**src/rtl/eng_pipe_ad.sv**
```systemverilog
// Admission/decode stage ahead of eng_pipe_ca in the queue engine.
// Commands land in a one-entry holding register, are decoded and checked
// against an in-flight scoreboard, allocated a tag slot and issued through
// a registered output. Downstream retire frees slots. Illegal commands and
// retires of free slots raise a one-cycle error pulse.
module eng_pipe_ad #(
  parameter int CTX_W  = 4,
  parameter int DATA_W = 32,
  parameter int SLOT_N = 4,
  parameter int SLOT_W = $clog2(SLOT_N)
) (
  input  logic              clk,
  input  logic              rst,
  input  logic              in_vld,
  input  logic [2:0]        in_opcode,
  input  logic [CTX_W-1:0]  in_ctxid,
  input  logic [DATA_W-1:0] in_dat,
  output logic              in_rdy,
  output logic              out_vld,
  output logic [2:0]        out_opcode,
  output logic [CTX_W-1:0]  out_ctxid,
  output logic [DATA_W-1:0] out_dat,
  output logic [SLOT_W-1:0] out_slot,
  input  logic              out_rdy,
  input  logic              retire_vld,
  input  logic [SLOT_W-1:0] retire_slot,
  output logic              err_vld,
  output logic [1:0]        err_code,
  output logic [CTX_W-1:0]  err_ctxid,
  output logic              busy
);

  localparam logic [2:0] OP_PUSH  = 3'b001;
  localparam logic [2:0] OP_POP   = 3'b010;
  localparam logic [2:0] OP_PEEK  = 3'b011;
  localparam logic [2:0] OP_FLUSH = 3'b100;
  localparam logic [1:0] ERR_NONE    = 2'b00;
  localparam logic [1:0] ERR_ILLEGAL = 2'b01;
  localparam logic [1:0] ERR_RETIRE  = 2'b10;

  // Holding register (stage p0)
  logic              vld_p0;
  logic [2:0]        opcode_p0;
  logic [CTX_W-1:0]  ctxid_p0;
  logic [DATA_W-1:0] dat_p0;

  // In-flight scoreboard
  logic [SLOT_N-1:0] slot_vld;
  logic [CTX_W-1:0]  slot_ctx [SLOT_N];

  logic              legal;
  logic              ctx_hit;
  logic              free;
  logic [SLOT_W-1:0] alloc_slot;
  logic              hazard;
  logic              issue;
  logic              drop;
  logic              retire_ok;
  logic              retire_err;
  logic              accept;

  // Scoreboard lookup: same-context hit and lowest-index free slot
  always_comb begin
    ctx_hit    = 1'b0;
    free       = 1'b0;
    alloc_slot = '0;
    for (int i = 0; i < SLOT_N; i++) begin
      if (slot_vld[i] && (slot_ctx[i] == ctxid_p0)) ctx_hit = 1'b1;
      if (!slot_vld[i] && !free) begin
        free       = 1'b1;
        alloc_slot = SLOT_W'(i);
      end
    end
  end

  // Issue / drop / retire decisions; all use pre-edge scoreboard state so a
  // freed slot only becomes usable the cycle after its retire.
  always_comb begin
    legal      = (opcode_p0 == OP_PUSH) || (opcode_p0 == OP_POP) ||
                 (opcode_p0 == OP_PEEK) || (opcode_p0 == OP_FLUSH);
    hazard     = (opcode_p0 == OP_FLUSH) ? ((|slot_vld) | out_vld) : ctx_hit;
    issue      = vld_p0 & legal & ~hazard & free & (~out_vld | out_rdy);
    drop       = vld_p0 & ~legal;
    retire_ok  = retire_vld & slot_vld[retire_slot];
    retire_err = retire_vld & ~slot_vld[retire_slot];
    in_rdy     = ~rst & (~vld_p0 | issue | drop);
    accept     = in_vld & in_rdy;
    busy       = vld_p0 | out_vld | (|slot_vld);
  end

  // Holding register control: fill on accept, empty on issue or drop
  always_ff @(posedge clk) begin
    if (rst)                 vld_p0 <= 1'b0;
    else if (accept)         vld_p0 <= 1'b1;
    else if (issue || drop)  vld_p0 <= 1'b0;
  end

  // Holding register payload
  always_ff @(posedge clk) begin
    if (accept) begin
      opcode_p0 <= in_opcode;
      ctxid_p0  <= in_ctxid;
      dat_p0    <= in_dat;
    end
  end

  // Scoreboard valid bits: retire clears, issue sets the allocated slot
  always_ff @(posedge clk) begin
    if (rst) begin
      slot_vld <= '0;
    end else begin
      if (retire_ok) slot_vld[retire_slot] <= 1'b0;
      if (issue)     slot_vld[alloc_slot]  <= 1'b1;
    end
  end

  // Scoreboard context tags
  always_ff @(posedge clk) begin
    if (issue) slot_ctx[alloc_slot] <= ctxid_p0;
  end

  // Output register (stage p1): held under backpressure, loaded on issue
  always_ff @(posedge clk) begin
    if (rst) begin
      out_vld    <= 1'b0;
      out_opcode <= '0;
      out_ctxid  <= '0;
      out_dat    <= '0;
      out_slot   <= '0;
    end else if (issue) begin
      out_vld    <= 1'b1;
      out_opcode <= opcode_p0;
      out_ctxid  <= ctxid_p0;
      out_dat    <= dat_p0;
      out_slot   <= alloc_slot;
    end else if (out_rdy) begin
      out_vld    <= 1'b0;
    end
  end

  // Error pulse; an illegal drop outranks a simultaneous bad retire
  always_ff @(posedge clk) begin
    if (rst) begin
      err_vld   <= 1'b0;
      err_code  <= ERR_NONE;
      err_ctxid <= '0;
    end else begin
      err_vld   <= drop | retire_err;
      err_code  <= drop ? ERR_ILLEGAL : (retire_err ? ERR_RETIRE : ERR_NONE);
      err_ctxid <= drop ? ctxid_p0 : '0;
    end
  end

endmodule

```
**config.mk**
```make
export PLATFORM = sky130hd
export DESIGN_NAME = eng_pipe_ad
export DESIGN_NICKNAME = d
export VERILOG_FILES = /design/src/rtl/eng_pipe_ad.sv
export SDC_FILE = /design/constraint.sdc
export NUM_CORES = 1
export LEC_CHECK = 0
export CORE_MARGIN = 2
export CORE_UTILIZATION = 53
export CTS_CLUSTER_SIZE = 28
export DETAILED_ROUTE_END_ITERATION = 8
export PLACE_DENSITY = 0.84
export REMOVE_ABC_BUFFERS = 1
export SKIP_LAST_GASP = 1
export SYNTH_ARGS = -nofsm -noshare
export SYNTH_HDL_FRONTEND = slang
export SYNTH_SLANG_ARGS = --single-unit
```
**constraint.sdc**
```tcl
create_clock -name clk -period 8.74 [get_ports clk]
set_input_delay 1.748 -clock clk [delete_from_list [all_inputs] [get_ports clk]]
set_output_delay 1.748 -clock clk [all_outputs]
set_load 0.01 [all_outputs]
```
==> impl_results.md <==
* Fmax at 164 MHz
* Vias in the first global route at 2,916
* Initial antenna violation count at 0
* Register-to-register setup slack at 5210 ps
* Share of layout cells above drive strength 1 at 6.96%
* Synth Instances at 346
* Synthesis-to-finish area growth at 28.3%
* Die ar. at 0.00839 mm^2
* Most frequent cells in the layout: clkdlybuf4s50_1, edfxtp_1, dfxtp_1, a21oi_1, nand3_1
* Global-route wire length before repair at 14,300 um
* Area share of fa/ha/maj cells after synthesis at 0%
* Mux contribution to synthesized area at 0.554%
* Setup ws final at 2640 ps
* DRT iter0 DRCs at 165
* Finished Layout Cells at 530
* Clk pin slew, worst setup/hold paths at 100 ps
* Least-Margin Pin Slew at 1000 ps
* Clock share of power at 31.3%
* CTS tree: built
* Largest net degree at the start of global routing at 54
* Post-Place Setup Slack at 2650 ps
* Largest family of logic cells by synthesized area: compound AO/OA/AOI/OAI gates
* Dpl cells at 514
* CP Data Required Time at 6990 ps
* Synthesized area at 0.00407 mm^2
* Compound-Gate Fraction of Synth Area at 13.0%
* Main synth FF type: edfxtp_1
* Post-CTS Setup Inserts at 0
* Reg power frac at 59.1%
* Static leakage at 1.74 nW
* Clock buffer depth at 2
* CTS root buffer: clkbuf_8
* Via count at 2,956
* H-tree depth at 3
* GR Util All Layers at 22.0%
* Worst setup endpoint: in_rdy
* MaxCap Viol Count at 0
* Async SR Flop Fraction at 0%
* Sum Neg Setup Slack at 0 ps
* Number of clock sinks at 109
* Fill count at 503
* GPL Wtd Cong at 0.852
* Initial core utilization at 55.5%
* NetSw at 0.225 mW
* Cells resized by post-CTS repair at 0
* Final HPWL DP at 5500 um
* Post-route DRC at 0
* DRT Wirelength at 8660 um
* Ys Warns at 0
* Port Buf Inserts at 96
* CP Launch Point: out_rdy
* Crit path DAT at 4350 ps
* I/O pins at 97
* Min Tclk post-route at 6100 ps
* NumNets Final at 472
* Post-route antenna net violation count at 0
* RSZ-0062 raised after global routing: no
* Core area at 0.00733 mm^2
* Max_slew headroom at 33.0%
* Via-per-instance ratio at 5.58
* Logic pwr share at 9.6%
* VDD IR max at 0.105 mV
* Mapped Avg Cell Area at 11.8 um^2
* Simple-gate area share of the yosys netlist at 11.0%
* Most common cell after layout, fill and taps aside: clkdlybuf4s50_1
* Internal power at 0.743 mW
* Hold WC Path Type: flip-flop to flip-flop
* # diodes at 0
* Total gr overflow at 0
* #FFs+latches synth at 109
* Setup Viol. Count Final at 0
* Clock skew at 14.0 ps
* Row cnt at 31
* Crit path kind: input port to output port
* RR Endpoint: ctxid_p0[1]
* Nature of the critical path startpoint: input port
* Sequential share of the synthesized area at 67.2%
* Switching Share at 23.2%
* Final Hold Viols at 0
* R2r worst-path depth at 7
* Hold Buf Count CTS at 0
* R2r startpoint: slot_vld[0]
* TritonCTS Buffers at 9
* Die Wd at 91.6 um
* DR WL/cell at 16.3 um
* Count of different cell masters after synthesis at 34
* Die height at 91.6 um
* Post-synth EDFFs at 55
* Period utilisation layout at 69.8%
* Slew Viols, Final at 0
* Pwr/cell area at 185 mW/mm^2
* CP Max Fanout at 44
* CP endpoint kind: output port
* DR pass1 iterations at 4
* XOR/XNOR share of the synthesized area at 3.66%
* Status: finished clean
* Worst skew pair latency at 360 ps
## state kept, by name (all words and copies together), names as in the netlist
name / flops
dat_p0: 32
out_dat: 32
slot_ctx: 16
ctxid_p0: 4
err_ctxid: 4
out_ctxid: 4
slot_vld: 4
opcode_p0: 3
out_opcode: 3
err_code: 2
out_slot: 2
err_vld: 1
out_vld: 1
vld_p0: 1
## stage by stage
stage / power, mW / cell area (um^2) / util (%) / hold WS (ps)
after floorplan: 0.616 / 3890 / - / 440
after CTS: 0.971 / 5220 / 71.2 / 477
after global placement: 0.673 / 5020 / 68.5 / 463
final: 0.967 / 5220 / 71.2 / 477
after global routing: 1.00 / 5220 / 71.2 / 506
after detailed placement: 0.676 / 5020 / 68.5 / 462
## layout make-up
cell class	count	area (um^2)	share of cell area [%]
timing repair buffer	100	986	18.9
sequential	109	2730	52.4
tap	99	124	2.37
clock buffer	9	124	2.37
clock inverter	7	73.8	1.41
multi-input combinational	202	1160	22.3
inverter	4	15.0	0.288
## logic make-up (layout without fill, tap and decap cells)
kind of cell           count (synthesis)  after routing
flip-flops                           109            109
AO/OA/AOI/OAI                         99             99
AND/OR/NAND/NOR                       85             85
buffers and inverters                 35            120
XOR/XNOR                              17             17
multiplexers                           1              1
## cells in the mapped netlist (2+ instances only)
| master | n | area [um^2] |
|---|---|---|
| clkbuf_1 | 16 | 60.1 |
| nand2_1 | 10 | 37.5 |
| nor3_1 | 3 | 15.0 |
| or3_1 | 2 | 12.5 |
| nor2_1 | 6 | 22.5 |
| nor4_1 | 2 | 12.5 |
| o21ai_0 | 37 | 185 |
| buf_6 | 6 | 67.6 |
| nand3_1 | 44 | 220 |
| a31oi_1 | 3 | 18.8 |
| and2_1 | 4 | 25.0 |
| inv_1 | 4 | 15.0 |
| o21ai_1 | 7 | 35.0 |
| dfxtp_1 | 54 | 1080 |
| buf_2 | 9 | 45.0 |
| a21oi_1 | 46 | 230 |
| xor2_1 | 13 | 114 |
| nand4_1 | 3 | 18.8 |
| xnor2_1 | 4 | 35.0 |
| nand2b_1 | 5 | 31.3 |
| edfxtp_1 | 55 | 1650 |
## critical path: stages
cell,delay [ps]
clkdlybuf4s50_1,450
nand2b_1,170
nor2b_4,840
nand2_1,320
a21oi_1,260
clkdlybuf4s50_1,560
## power by group through the flow
stage	Combinational, mW	Clock (mW)	Sequential, mW
floorplan	0.0311	0	0.585
global placement	0.0909	0	0.582
detailed placement	0.0931	0	0.583
CTS	0.0935	0.306	0.571
global route	0.101	0.328	0.574
finish	0.0931	0.303	0.571
## routing by layer
| layer | global-route usage, % | share of wire, % | vias up | routed length [um] |
|---|---|---|---|---|
| li1 | - | - | 1409 | - |
| met1 | 29.5 | 42 | 1405 | 3620 |
| met2 | 34.7 | 50 | 133 | 4310 |
| met3 | 6.14 | 7.3 | 9 | 636 |
| met4 | 6.94 | 1.1 | 0 | 97 |
| met5 | 0 | 0 | - | 0 |
## worst min-delay path by stage
stage	start	to	cells past startpoint
6_report	vld_p0	err_code[1]	1
5_1_grt	out_ctxid[0]	out_ctxid[0]	2
4_1_cts	vld_p0	err_code[1]	1
3_5_place_dp	vld_p0	err_code[1]	1
3_3_place_gp	out_dat[3]	out_dat[3]	2
2_1_floorplan	vld_p0	err_code[1]	1
Power figures use the tool's default switching activity.
